==> src/rtl/qubit_gate_sequencer.sv <==
// qubit_gate_sequencer: single-qubit Q16.16 state register and gate-instruction FIFO in front of quantum_gate
//   clk, rst_n (async active-low)
//   init_valid/init_alpha/init_beta : load a new state in IDLE or DONE
//   instr_valid/instr_gate/instr_last/instr_ready : instruction FIFO push side
//   gate_type_o/gate_alpha_o/gate_beta_o -> quantum_gate; gate_alpha_i/gate_beta_i <- quantum_gate
//   alpha_q/beta_q : current state; step_valid : state updated last edge
//   busy/done : RUN/DONE; gate_count : saturating gates since init; norm_err : sticky norm fault
//   NORM_CHECK_EN : when defined, enables the normalisation monitor behind norm_err
module qubit_gate_sequencer #(
  parameter int          FIFO_DEPTH = 4,
  parameter int          CNT_W      = 16,
  parameter logic [31:0] NORM_TOL   = 32'h0000_0200
) (
  input  logic             clk,
  input  logic             rst_n,
  input  logic             init_valid,
  input  logic [31:0]      init_alpha,
  input  logic [31:0]      init_beta,
  input  logic             instr_valid,
  input  logic [2:0]       instr_gate,
  input  logic             instr_last,
  output logic             instr_ready,
  output logic [2:0]       gate_type_o,
  output logic [31:0]      gate_alpha_o,
  output logic [31:0]      gate_beta_o,
  input  logic [31:0]      gate_alpha_i,
  input  logic [31:0]      gate_beta_i,
  output logic [31:0]      alpha_q,
  output logic [31:0]      beta_q,
  output logic             step_valid,
  output logic             busy,
  output logic             done,
  output logic [CNT_W-1:0] gate_count,
  output logic             norm_err
);
  localparam int AW = $clog2(FIFO_DEPTH);
  typedef enum logic [1:0] {IDLE, RUN, DONE} state_t;
  state_t state, state_nx;
  logic [3:0] mem [FIFO_DEPTH];
  logic [AW-1:0] wr_ptr, rd_ptr;
  logic [AW:0] cnt;
  logic empty, push, pop, load;
  assign empty        = cnt == '0;
  assign instr_ready  = cnt != (AW+1)'(FIFO_DEPTH);
  assign push         = instr_valid && instr_ready;
  assign load         = init_valid && state != RUN;
  assign gate_alpha_o = alpha_q;
  assign gate_beta_o  = beta_q;
  assign busy         = state == RUN;
  assign done         = state == DONE;
  always_comb begin
    state_nx    = state;
    gate_type_o = 3'b000;
    pop         = 1'b0;
    unique case (state)
      IDLE: state_nx = empty ? IDLE : RUN;
      RUN: begin
        gate_type_o = empty ? 3'b000 : mem[rd_ptr][2:0];
        pop         = !empty;
        state_nx    = (!empty && mem[rd_ptr][3]) ? DONE : RUN;
      end
      DONE: state_nx = init_valid ? IDLE : DONE;
      default: state_nx = IDLE;
    endcase
  end
  always_ff @(posedge clk) if (push) mem[wr_ptr] <= {instr_last, instr_gate};
  always_ff @(posedge clk or negedge rst_n) begin
    if (!rst_n) begin
      state      <= IDLE;
      wr_ptr     <= '0;
      rd_ptr     <= '0;
      cnt        <= '0;
      alpha_q    <= 32'h0001_0000;
      beta_q     <= '0;
      step_valid <= 1'b0;
      gate_count <= '0;
    end else begin
      state      <= state_nx;
      wr_ptr     <= wr_ptr + AW'(push);
      rd_ptr     <= rd_ptr + AW'(pop);
      cnt        <= cnt + (AW+1)'(push) - (AW+1)'(pop);
      step_valid <= pop;
      if (load) begin
        alpha_q    <= init_alpha;
        beta_q     <= init_beta;
        gate_count <= '0;
      end else if (pop) begin
        alpha_q    <= gate_alpha_i;
        beta_q     <= gate_beta_i;
        gate_count <= (gate_count == '1) ? gate_count : gate_count + CNT_W'(1);
      end
    end
  end
`ifdef NORM_CHECK_EN
  logic signed [63:0] a64, b64, sq;
  logic signed [31:0] n, d;
  logic [31:0] ad;
  assign a64 = {{32{alpha_q[31]}}, alpha_q};
  assign b64 = {{32{beta_q[31]}}, beta_q};
  assign sq  = a64 * a64 + b64 * b64;
  assign n   = 32'(sq >>> 16);
  assign d   = n - 32'sh0001_0000;
  assign ad  = d[31] ? 32'(-d) : d;
  always_ff @(posedge clk or negedge rst_n) begin
    if (!rst_n) norm_err <= 1'b0;
    else if (load) norm_err <= 1'b0;
    else if (ad > NORM_TOL) norm_err <= 1'b1;
  end
`else
  assign norm_err = 1'b0;
`endif
endmodule

==> config.mk <==
export PLATFORM = sky130hd
export DESIGN_NAME = qubit_gate_sequencer
export DESIGN_NICKNAME = d
export VERILOG_FILES = /design/src/rtl/qubit_gate_sequencer.sv
export SDC_FILE = /design/constraint.sdc
export NUM_CORES = 1
export LEC_CHECK = 0
export ABC_CLOCK_PERIOD_IN_PS = 2200
export BUFFER_PORTS_ARGS = -buffer_cell sky130_fd_sc_hd__buf_2
export CELL_PAD_IN_SITES_DETAIL_PLACEMENT = 1
export CELL_PAD_IN_SITES_GLOBAL_PLACEMENT = 1
export CORE_MARGIN = 2
export CORE_UTILIZATION = 29
export CTS_CLUSTER_SIZE = 20
export DETAILED_ROUTE_END_ITERATION = 6
export PLACE_DENSITY = 0.86
export SETUP_SLACK_MARGIN = 0.15
export SYNTH_ARGS = -nofsm -noshare
export SYNTH_HDL_FRONTEND = slang
export SYNTH_SLANG_ARGS = --single-unit
==> constraint.sdc <==
create_clock -name clk -period 2.2 [get_ports clk]
set_input_delay 0.22 -clock clk [delete_from_list [all_inputs] [get_ports clk]]
set_output_delay 0.22 -clock clk [all_outputs]
set_load 0.02 [all_outputs]
======== Word-level counts from Yosys, hierarchy flattened ========
Memories as Yosys holds them, arrays and structs flattened.
Cells that the tools add are included.
W data, S select, Z words.
storage, ports and cells
  ROM bits ................................ 0
  register bits after elaboration ......... 90
  memories ................................ 1
  logic and storage cells ................. 44
  output and inout port bits .............. 152
  bits in writable memories ............... 16
  bits of input ports ..................... 136
  bits in latches ......................... 0
operators by class
  shift-type cells ........................ 0
  reduce and logical (&&, ||, !) cells .... 8
  divide/modulo/power cells ............... 0
  mux-type cells .......................... 16
  equality and inequality tests ........... 6
  multipliers ............................. 0
  $lt $le $gt $ge ......................... 0
  bitwise operators ....................... 0
  add/sub/neg operators ................... 5
memory list
  name  depth  width  read ports  clocked after Yosys merged registers in  write ports  RTL line  text
  mem   4      4      1           0                                        1            39        logic [3:0] mem [FIFO_DEPTH];
operator list
  operator                 count
  $mux W32                 4
  $mux W16                 3
  $add A16 B1 Y16 const B  1
  $eq A16 B16 Y1 const B   1
  $mux W3                  2
  $pmux W2 S3              1
  $add A2 B1 Y2            2
  $mux W1                  4
  $mux W2                  2
  $add A3 B1 Y3            1
  $logic_and A1 B1 Y1      3
  $logic_not A3 Y1         1
  $ne A3 B3 Y1 const B     1
  $sub A3 B1 Y3            1
  $eq A2 B1 Y1 const B     1
  $eq A2 B2 Y1 const B     1
  $logic_not A2 Y1         1
  $ne A2 B1 Y1 const B     1
  $ne A2 B2 Y1 const B     1
  $reduce_and A2 Y1        1
  $reduce_bool A2 Y1       1
  $logic_not A1 Y1         1

======== Depth between registers and ports, before layout ========
Gate-level depths: netlist of the first run.
  word-level depth ........................ 5
  depth in mapped cells ................... 10
  mapped depth without buffers ............ 9

======== Least setup slack after synthesis of the first run ========
OpenSTA, ideal clock, no wires.
  path type ............................... register to register
  start point ............................. register state[1]
  end point ............................... register cnt[2]
  stages on the path, launching flop included .. 11
  data required time ...................... 2.077 ns
  slack ................................... -0.036 ns
  arrival ................................. 2.113 ns
  buffers on the path ..................... 2
  path through ............................ dfrtp_1 -> nand2b_1 -> buf_2 -> inv_2 -> nand2_1 -> buf_2 -> xnor2_1 -> ha_1 -> fa_1 -> xor2_1 -> xnor2_1
on the way
  word-level cells in the longest chain between the ends .. 3
RTL lines
  element                 RTL line  text
  start, declared         38        state_t state, state_nx;
  start signal, assigned  78        state <= state_nx;
  $eq A2 B1 Y1            n/a
  net busy                31        output logic busy,
  $mux W1                 55        unique case (state)
  $sub A3 B1 Y3           81        cnt <= cnt + (AW+1)'(push) - (AW+1)'(pop);
  end signal, assigned    81
  end, declared           41        logic [AW:0] cnt;
The timed path passes the listed nets, and every way through them passes these cells.
A chain may end at the register's enable or synchronous reset.

======== Final worst setup path of the first run ========
  start point ............................. register cnt[2]
  end point ............................... register cnt[2]
on the way
  word-level cells in the longest chain between the ends .. 4
  elaborated cells between the ends (all ways) .. 7
  classes of those cells .................. add/sub: 2; eq/ne: 1; mux: 1; reduce/logical: 3
RTL lines
  element                                                         RTL line
  $ne A3 B3 Y1 / $logic_not A3 Y1 (equally long branches)         44, 43
  $logic_and A1 B1 Y1 / $logic_not A1 Y1 (equally long branches)  45, 59
  $add A3 B1 Y3 / $mux W1 (equally long branches)                 81, 55
  $sub A3 B1 Y3 *                                                 81
Mark *: on every way between the ends. The rest lies on a longest branch, timed or not.

==> flow_summary_export.csv, run 1 <==
group,metric,value,unit
synthesis,synthTopCellsByCount,"nand2_1, dfrtp_1, nor2_1",
setup_path,critPathCaptureType,"flip-flop",
worst_hold_path,hold_path_depth,1,
synthesis,ys_seq_elements,106,
setup_path,reg2reg_to,"cnt[2]$_DFF_PN0_",
placed_design,hpwl,12640,um
power,power,0.01125,W
setup_path,crit_start,"cnt[2]$_DFF_PN0_",
route,drc_errors,0,
timing,fmax,504.1,MHz
layout,regArea,2735,um2
timing,fin_skew,10.44,ps
floorplanning,dieHeight,139.2,um
synthesis,synth_top_area_share,42.01,%
route,drt_iter0_markers,234,
synthesis,ys.flop_type,"dfrtp_1",
timing,tightest_slew,637.2,ps
power,p_leak,3.426,nW
power,power_density,1628,nW/um2
timing,rsz0062_at_grt,"true",
synthesis,synth_cell_type_count,48,
floorplanning,rows,49,
layout,post-route-cell-area,6908,um2
flow_run,max_cap_violations,0,
clock_tree,insertion_delay,350,ps
synthesis,syn-cell-area,5301,um2
floorplanning,die_area,19380,um2
clock_tree,cts_tree,"built",
power,ir_drop,0.7510,mV
worst_hold_path,hold_path_end,"mem[1][1]$_DFFE_PP_",
setup_path,cp.arrival,2220,ps
timing,period_minus_slack,1984,ps
worst_hold_path,hp-start,"instr_gate[1]",
setup_path,crit_type,"reg -> reg",
route,firstDrtPassIters,4,
timing,tns,0,ps
clock_tree,htreeDepth,3,
clock_tree,clkTransAtPathRegs,80,ps
synthesis,syn_avg_cell_area,9.109,um2
layout,diodes,0,
global_routing,first_global_vias,5240,
status,status,"finished clean",
clock_tree,cts_buffers,9,
synthesis,syn_nets,722,
setup_path,r2r_cells,7,
layout,areaGrowthSynthToFinish,30.30,%
layout,final_nets,938,
global_routing,grt_overflow_total,0,
synthesis,synth.largest_area_cell,"dfrtp_1",
route,wl,16890,um
placed_design,postPlaceCellArea,6574,um2
timing,hold_viol,0,
clock_tree,clockBufferDepth,2,
synthesis,synth_cells,582,
setup_path,cp.required,2430,ps
synthesis,synth_edf_count,16,
synthesis,async_flop_share,84.91,%
timing,setup_viol,0,
worst_hold_path,hp-class,"in -> reg",
timing,period_share,90.18,%
route,vias_per_cell,4.903,
global_routing,grt_pass1_wl,27230,um
global_routing,grt.total_usage,17.36,%
synthesis,yosys_warnings,0,
global_routing,grt_max_degree,68,
power,swShare,49.43,%
power,comb_power_share,53.7,%
setup_path,worst-path-max-fanout,5,
global_routing,antenna_found_initial,0,
route,drt-wirelength-per-cell,16.36,um
setup_path,timing.reg2reg.setup_slack,220,ps
layout,layout-drive-gt1-share,41.22,%
route,num_vias,5060,
clock_tree,clockRootBuffer,"clkbuf_16",
power,p_switching,0.005559,W
clock_tree,cts_sinks,106,
placed_design,gp_congestion,0.8412,
floorplanning,initial_utilization,29.51,%
synthesis,synth_most_common_cell,"nand2_1",
timing,drv_slew,0,
setup_path,worst_setup_path_start_kind,"flip-flop",
floorplanning,pin_count,288,
route,ant_nets,0,
placed_design,numPortBuffers,286,
layout,fillers,2216,
layout,multiInputGateArea,1951,um2
synthesis,yosys-top-cells-area,"dfrtp_1, nand2_1, buf_4",
floorplanning,die_w,139.2,um
power,share_seq_of_total_power,31.7,%
power,intPower,0.005687,W
floorplanning,core,17960,um2
setup_path,rr_startpoint,"cnt[2]$_DFF_PN0_",
power,p_clk_share,14.6,%
timing,maxSlewHeadroom,57.19,%
synthesis,ys_seq_area_share,51.57,%
-- logic make-up (layout without fill, tap and decap cells) --
logic type | Yosys count | in the layout | synth area share [%]
fa+ha+maj | 4 | 4 | 1.086
compound gates | 95 | 95 | 11.56
buf+inv | 103 | 324 | 12.06
xor+xnor | 6 | 6 | 0.9913
flops | 106 | 106 | 51.57
mux | 4 | 4 | 1.699
other cells | 1 | 1 | 0.07074
simple gates | 263 | 263 | 20.96
-- through the flow --
step	hold WS (ps)	setup WS (ps)	utilization [%]	instances
finish	84.07	216.1	38.46	1032
global route	68.70	114.9	38.46	1032
CTS	64.45	193.6	38.42	1032
detailed placement	82.00	120.3	36.60	1014
global placement	78.46	172.2	36.60	1014
floorplan	-75.59	155.1	-	582
-- sequential cells by signal (all words and copies together) (netlist names) --
| signal | cells |
|---|---|
| mem | 16 |
| cnt | 3 |
| beta_q | 32 |
| rd_ptr | 2 |
| state | 2 |
| wr_ptr | 2 |
| step_valid | 1 |
| gate_count | 16 |
| alpha_q | 32 |
-- what timing repair did --
action,in CTS,in global routing
gates resized for setup,1,2
endpoints found under the setup margin,2,16
pin swaps,1,0
hold buffers,1,0
hold endpoints to repair,17,0
buffers inserted,1,0
-- power by group through the flow --
stage	clock network (W)	logic [W]	registers, W
final	0.00164	0.00604	0.00356
after global placement	0	0.00595	0.00355
after floorplan	0	0.00400	0.00418
after CTS	0.00172	0.00613	0.00358
after detailed placement	0	0.00611	0.00360
after global routing	0.00179	0.00658	0.00369
-- critical path, stage by stage (launching register included) --
cell and delay (ps):
dfrtp_1 430, or3_4 400, nand2_4 100, xnor2_1 80, ha_1 190, fa_1 370, xor2_1 160, xnor2_1 130
-- cell usage in the layout, fill, tap and decap left out, types with 3 or more instances in the layout --
cell type	netlist	routed
a21oi_1	3	3
a31oi_1	64	64
and3_1	6	6
and4_1	3	3
buf_12	0	3
buf_2	7	285
buf_4	65	13
clkbuf_16	0	9
clkinv_8	0	3
dfrtp_1	89	88
edfxtp_1	16	16
ha_1	3	3
inv_1	3	3
inv_6	0	3
mux4_2	4	4
nand2_1	145	142
nand3_1	8	8
nand4_1	5	5
nor2_1	73	73
nor3_1	5	5
nor4_1	3	3
o211ai_1	9	9
o21ai_0	6	6
xnor2_1	4	4
-- cell type report --
| cell class | count | area share [%] |
|---|---|---|
| Timing Repair Buffer | 303 | 23.24 |
| Multi-Input combinational cell | 373 | 28.24 |
| Clock inverter | 7 | 1.214 |
| Clock buffer | 9 | 3.260 |
| Tap cell | 229 | 4.148 |
| Sequential cell | 106 | 39.59 |
| Inverter | 5 | 0.3079 |
-- how the worst max path moves through the flow --
stage,end,slack [ps],depth (start not counted)
finish,cnt[2]$_DFF_PN0_,220,7
global route,cnt[2]$_DFF_PN0_,110,7
floorplan,cnt[2]$_DFF_PN0_,160,10
detailed placement,cnt[2]$_DFF_PN0_,120,7
CTS,cnt[2]$_DFF_PN0_,190,9
global placement,cnt[2]$_DFF_PN0_,170,7
-- routing by layer --
layer	GRT usage (%)	vias to the layer above	wire length (um)
met1	21.36	2474	7111
met2	30.31	205	8417
met4	6.007	0	312
li1	-	2361	-
met3	3.591	20	1047
met5	0	-	0
No activity file was read; power rests on OpenSTA's default activity.
==> run 2, diff against run 1 <==
--- a/config.mk
+++ b/config.mk
@@ -10,10 +10,11 @@
 export CELL_PAD_IN_SITES_DETAIL_PLACEMENT = 1
 export CELL_PAD_IN_SITES_GLOBAL_PLACEMENT = 1
 export CORE_MARGIN = 2
-export CORE_UTILIZATION = 29
+export CORE_UTILIZATION = 30
+export CTS_BUF_LIST = sky130_fd_sc_hd__clkbuf_8
 export CTS_CLUSTER_SIZE = 20
 export DETAILED_ROUTE_END_ITERATION = 6
-export PLACE_DENSITY = 0.86
+export PLACE_DENSITY = 0.88
 export SETUP_SLACK_MARGIN = 0.15
 export SYNTH_ARGS = -nofsm -noshare
 export SYNTH_HDL_FRONTEND = slang
==> run 2 against run 1 <==
Against the previous run: flip-flop and latch count unchanged; hold slack worse by 52 ps; routed wire length up 2.3%; critical path depth down 2; fmax up 0.81%; clock skew up 12 ps; critical endpoint is now gate_count[11]$_DFFE_PN0P_; highest routed layer unchanged.
==> flow_summary_export.csv, run 2 (synthesis results as in run 1) <==
group,metric,value,unit
status,status,"finished clean",
placed_design,hpwl,13110,um
setup_path,worst-path-max-fanout,4,
timing,maxSlewHeadroom,52.29,%
power,power_density,1608,nW/um2
route,ant_nets,0,
timing,setup_viol,0,
flow_run,max_cap_violations,0,
timing,fmax,508.2,MHz
floorplanning,die_area,18750,um2
power,p_leak,3.408,nW
power,comb_power_share,56.1,%
route,vias_per_cell,4.887,
power,p_clk_share,11.9,%
power,intPower,0.005407,W
global_routing,grt_overflow_total,0,
timing,period_minus_slack,1968,ps
setup_path,cp.arrival,2300,ps
layout,fillers,2152,
setup_path,critPathCaptureType,"flip-flop",
clock_tree,htreeDepth,3,
floorplanning,rows,48,
placed_design,numPortBuffers,286,
layout,layout-drive-gt1-share,41.71,%
power,ir_drop,0.6985,mV
layout,areaGrowthSynthToFinish,29.17,%
floorplanning,initial_utilization,30.65,%
floorplanning,dieHeight,136.9,um
floorplanning,die_w,136.9,um
global_routing,first_global_vias,5029,
timing,drv_slew,0,
layout,final_common_cell,"buf_2",
global_routing,grt.total_usage,17.67,%
clock_tree,insertion_delay,390,ps
timing,hold_viol,0,
clock_tree,cts_sinks,106,
floorplanning,core,17300,um2
route,drt_iter0_markers,200,
route,drt-wirelength-per-cell,16.72,um
clock_tree,clockBufferDepth,2,
global_routing,antenna_found_initial,0,
route,wl,17270,um
clock_tree,clkTransAtPathRegs,130,ps
global_routing,grt_pass1_wl,25690,um
setup_path,cp.required,2530,ps
power,swShare,50.89,%
clock_tree,cts_buffers,9,
layout,final_util,39.59,%
power,share_seq_of_total_power,32.1,%
route,firstDrtPassIters,4,
clock_tree,cts_tree,"built",
placed_design,gp_congestion,0.8266,
timing,tightest_slew,710.2,ps
clock_tree,clockRootBuffer,"clkbuf_8",
setup_path,worst_setup_path_start_kind,"flip-flop",
route,num_vias,5048,
setup_path,crit_type,"reg -> reg",
floorplanning,pin_count,288,
layout,diodes,0,
timing,rsz0062_at_grt,"false",
route,drc_errors,0,
layout,final_nets,943,
global_routing,grt_max_degree,77,
worst_hold_path,hp-class,"in -> reg",
power,p_switching,0.005604,W
timing,tns,0,ps
layout,final_cell_mix,"buf_2, nand2_1, dfrtp_1",
timing,period_share,89.45,%
timing,fin_skew,22.16,ps
layout,reg_top3,"alpha_q x32, beta_q x32",
run 2: layout make-up:
type,count,area (um2),area share [%]
sequential,106,2735,39.94
multi-input combinational,373,1953,28.52
timing repair buffer,308,1639,23.94
tap,225,281.5,4.111
clock buffer,9,123.9,1.809
clock inverter,7,93.84,1.370
inverter,5,21.27,0.3106
run 2: path summary, 6_finish.rpt:
kind,endpoint,slack (ps),cells past startpoint,start
worst max-delay path,gate_count[11]$_DFFE_PN0P_,230,5,state[1]$_DFF_PN0_
worst min-delay path,mem[2][0]$_DFFE_PP_,30,1,instr_gate[0]
worst max register to register,gate_count[11]$_DFFE_PN0P_,230,5,state[1]$_DFF_PN0_
worst min register to register,state[0]$_DFF_PN0_,490,1,state[1]$_DFF_PN0_
max in group asynchronous,rd_ptr[0]$_DFF_PN0_,1170,3,rst_n
min in group asynchronous,beta_q[3]$_DFFE_PN0P_,390,2,rst_n
run 2: critical path, cell delays in order (launching register included):
cell	delay, ps
dfrtp_1	420
nand2b_1	200
buf_4	180
or4_4	550
or4_1	440
nand3_1	120
run 2: what timing repair did:
item | 4_1_cts | 5_1_grt
hold endpoints to repair | 42 | 0
gates resized for setup | 1 | 2
buffers inserted | 1 | 6
cloned | 0 | 0
pin swaps | 1 | 2
endpoints found under the setup margin | 4 | 4
hold buffers | 1 | 0
run 2: power by group through the flow:
stage | clock network, W | registers [W] | logic, W
2_1_floorplan | 0 | 0.00418 | 0.00400
3_3_place_gp | 0 | 0.00355 | 0.00597
3_5_place_dp | 0 | 0.00358 | 0.00614
4_1_cts | 0.00137 | 0.00355 | 0.00616
5_1_grt | 0.00143 | 0.00365 | 0.00676
6_report | 0.00131 | 0.00353 | 0.00617
run 2: per-stage QoR:
step / hold slack [ps] / total power [W] / cell area [um2] / setup slack, ps / instances
2_1_floorplan: -75.59 / 0.008179 / 5323 / 155.1 / 582
3_3_place_gp: 266.1 / 0.009524 / 6561 / 205.5 / 1009
3_5_place_dp: 278.7 / 0.009728 / 6561 / 128.6 / 1009
4_1_cts: 8.898 / 0.01108 / 6798 / 159.7 / 1027
5_1_grt: 18.29 / 0.01183 / 6848 / 146.7 / 1033
6_report: 32.36 / 0.01101 / 6848 / 232.2 / 1033
run 2: routing by layer:
metal / vias to the layer above / track usage [%] / wire length (um)
li1: 2371 / - / -
met1: 2474 / 21.33 / 7031
met2: 189 / 31.48 / 8911
met3: 14 / 3.185 / 1091
met4: 0 / 6.128 / 234
met5: - / 0 / 0
==> run 3, diff against run 2 <==
--- a/config.mk
+++ b/config.mk
@@ -5,7 +5,6 @@
 export SDC_FILE = /design/constraint.sdc
 export NUM_CORES = 1
 export LEC_CHECK = 0
-export ABC_CLOCK_PERIOD_IN_PS = 2200
 export BUFFER_PORTS_ARGS = -buffer_cell sky130_fd_sc_hd__buf_2
 export CELL_PAD_IN_SITES_DETAIL_PLACEMENT = 1
 export CELL_PAD_IN_SITES_GLOBAL_PLACEMENT = 1
@@ -15,6 +14,7 @@
 export CTS_CLUSTER_SIZE = 20
 export DETAILED_ROUTE_END_ITERATION = 6
 export PLACE_DENSITY = 0.88
+export RECOVER_POWER = 50
 export SETUP_SLACK_MARGIN = 0.15
 export SYNTH_ARGS = -nofsm -noshare
 export SYNTH_HDL_FRONTEND = slang
==> run 3 against run 2 <==
Against the previous run: clock skew decreased by 3.3 ps; design area is 1.7% lower; total power shrank 1.7%; worst setup slack got worse by 1.0 ps; combinational power down 3%; routed wire length barely moved; utilization fell by 0.67 points; fmax hardly changed; cell count stayed put; flip-flop and latch count did not move; largest cell class unchanged; largest power group unchanged.
==> flow_summary_export.csv, run 3 (synthesis results as in run 1) <==
group,metric,value,unit
status,status,"finished clean",
floorplanning,die_area,18750,um2
floorplanning,core,17300,um2
setup_path,crit_type,"reg -> reg",
worst_hold_path,hp-class,"in -> reg",
layout,areaGrowthSynthToFinish,26.98,%
setup_path,reg2reg_to,"gate_count[11]$_DFFE_PN0P_",
layout,multiInputGateArea,1953,um2
setup_path,crit_path_end,"gate_count[11]$_DFFE_PN0P_",
route,drt_iter0_markers,189,
clock_tree,cts_buffers,9,
floorplanning,rows,48,
global_routing,grt_overflow_total,0,
layout,final_nets,943,
setup_path,cp.arrival,2300,ps
timing,tightest_slew,1170,ps
route,num_vias,5028,
power,p_leak,3.189,nW
setup_path,worst_setup_path_start_kind,"flip-flop",
setup_path,critPathCaptureType,"flip-flop",
route,drc_errors,0,
worst_hold_path,hp-start,"gate_alpha_i[16]",
route,firstDrtPassIters,4,
floorplanning,initial_utilization,30.65,%
global_routing,grt.total_usage,17.67,%
setup_path,crit_start,"state[1]$_DFF_PN0_",
timing,holdWs,35.64,ps
timing,drv_slew,0,
timing,fmax,507.9,MHz
placed_design,numPortBuffers,286,
placed_design,hpwl,13110,um
setup_path,cp.required,2530,ps
timing,setup_viol,0,
clock_tree,clkTransAtPathRegs,130,ps
layout,final_common_cell,"buf_2",
global_routing,first_global_vias,5029,
layout,final_cell_mix,"buf_2, nand2_1, dfrtp_1",
clock_tree,clockRootBuffer,"clkbuf_8",
floorplanning,dieHeight,136.9,um
flow_run,max_cap_violations,0,
clock_tree,cts_sinks,106,
placed_design,gp_congestion,0.8266,
route,ant_nets,0,
layout,regArea,2735,um2
clock_tree,insertion_delay,390,ps
timing,period_minus_slack,1969,ps
setup_path,timing.reg2reg.setup_slack,230,ps
setup_path,worst-path-max-fanout,4,
clock_tree,cts_tree,"built",
timing,tns,0,ps
timing,fin_skew,18.84,ps
layout,reg_top3,"alpha_q x32, beta_q x32",
layout,fillers,2182,
timing,period_share,89.49,%
layout,layout-drive-gt1-share,31.93,%
timing,rsz0062_at_grt,"false",
global_routing,grt_max_degree,77,
route,vias_per_cell,4.867,
clock_tree,htreeDepth,3,
timing,hold_viol,0,
global_routing,grt_pass1_wl,25690,um
global_routing,antenna_found_initial,0,
power,power_density,1608,nW/um2
power,ir_drop,0.7008,mV
clock_tree,clockBufferDepth,2,
floorplanning,die_w,136.9,um
layout,diodes,0,
route,drt-wirelength-per-cell,16.70,um
setup_path,r2r_cells,5,
route,wl,17260,um
timing,maxSlewHeadroom,22.02,%
floorplanning,pin_count,288,
setup_path,rr_startpoint,"state[1]$_DFF_PN0_",
==> run 3: cell count changes in the layout (fill, tap and decap cells not counted), sizes merged <==
cell    before  now
buf        307  225
clkbuf       9   91
==> run 3: where the power goes <==
| part | switching [W] | leakage [nW] | internal (W) |
|---|---|---|---|
| logic | 0.00407 | 1.86 | 0.00191 |
| clock network | 0.000824 | 0.110 | 0.000479 |
| registers | 0.000728 | 1.22 | 0.00282 |
| total | 0.00562 | 3.19 | 0.00521 |
==> run 3: how the worst min path moves through the flow <==
stage | end | slack, ps | cells past startpoint
2_1_floorplan | alpha_q[0]$_DFFE_PN0P_ | -80 | 0
3_3_place_gp | wr_ptr[1]$_DFF_PN0_ | 270 | 1
3_5_place_dp | wr_ptr[1]$_DFF_PN0_ | 280 | 1
4_1_cts | mem[2][0]$_DFFE_PP_ | 9 | 1
5_1_grt | alpha_q[16]$_DFFE_PN1P_ | 20 | 3
6_report | alpha_q[16]$_DFFE_PN1P_ | 40 | 3
==> run 3: area by class of cell <==
cell class	instances	area share, %
clock buffers	9	1.840
clock inverters	7	1.394
inverters	5	0.3160
multi-input cells	373	29.01
flip-flops and latches	106	40.63
well taps	225	4.182
repair buffers	308	22.62
==> run 3: what timing repair did <==
item,4_1_cts,5_1_grt
setup buffers,1,6
resized for setup,1,2
hold endpoints to repair,42,0
hold buffers,1,0
endpoints found under the setup margin,4,4
pin swaps,1,2
==> run 3: metal layers <==
| layer | vias to the layer above | GRT usage, % | wire length [um] | share of wire [%] |
|---|---|---|---|---|
| met5 | - | 0 | 0 | 0 |
| met4 | 0 | 6.128 | 251 | 1.5 |
| met3 | 16 | 3.185 | 1157 | 6.7 |
| met2 | 189 | 31.48 | 8836 | 51 |
| met1 | 2452 | 21.33 | 7010 | 41 |
| li1 | 2371 | - | - | - |
==> run 3: stage by stage <==
stage | utilization (%) | cell area, um2 | setup WS (ps) | instances | total power [W]
2_1_floorplan | - | 5323 | 155.1 | 582 | 0.008179
3_3_place_gp | 37.93 | 6561 | 205.5 | 1009 | 0.009524
3_5_place_dp | 37.93 | 6561 | 128.6 | 1009 | 0.009728
4_1_cts | 39.30 | 6798 | 159.7 | 1027 | 0.01108
5_1_grt | 38.92 | 6731 | 97.40 | 1033 | 0.01165
6_report | 38.92 | 6731 | 231.1 | 1033 | 0.01083
==> run 3: worst max-delay path, cell delays in order, from the launching register on <==
cell	delay [ps]
dfrtp_1	420
nand2b_1	200
buf_4	180
or4_4	550
or4_1	440
nand3_1	120
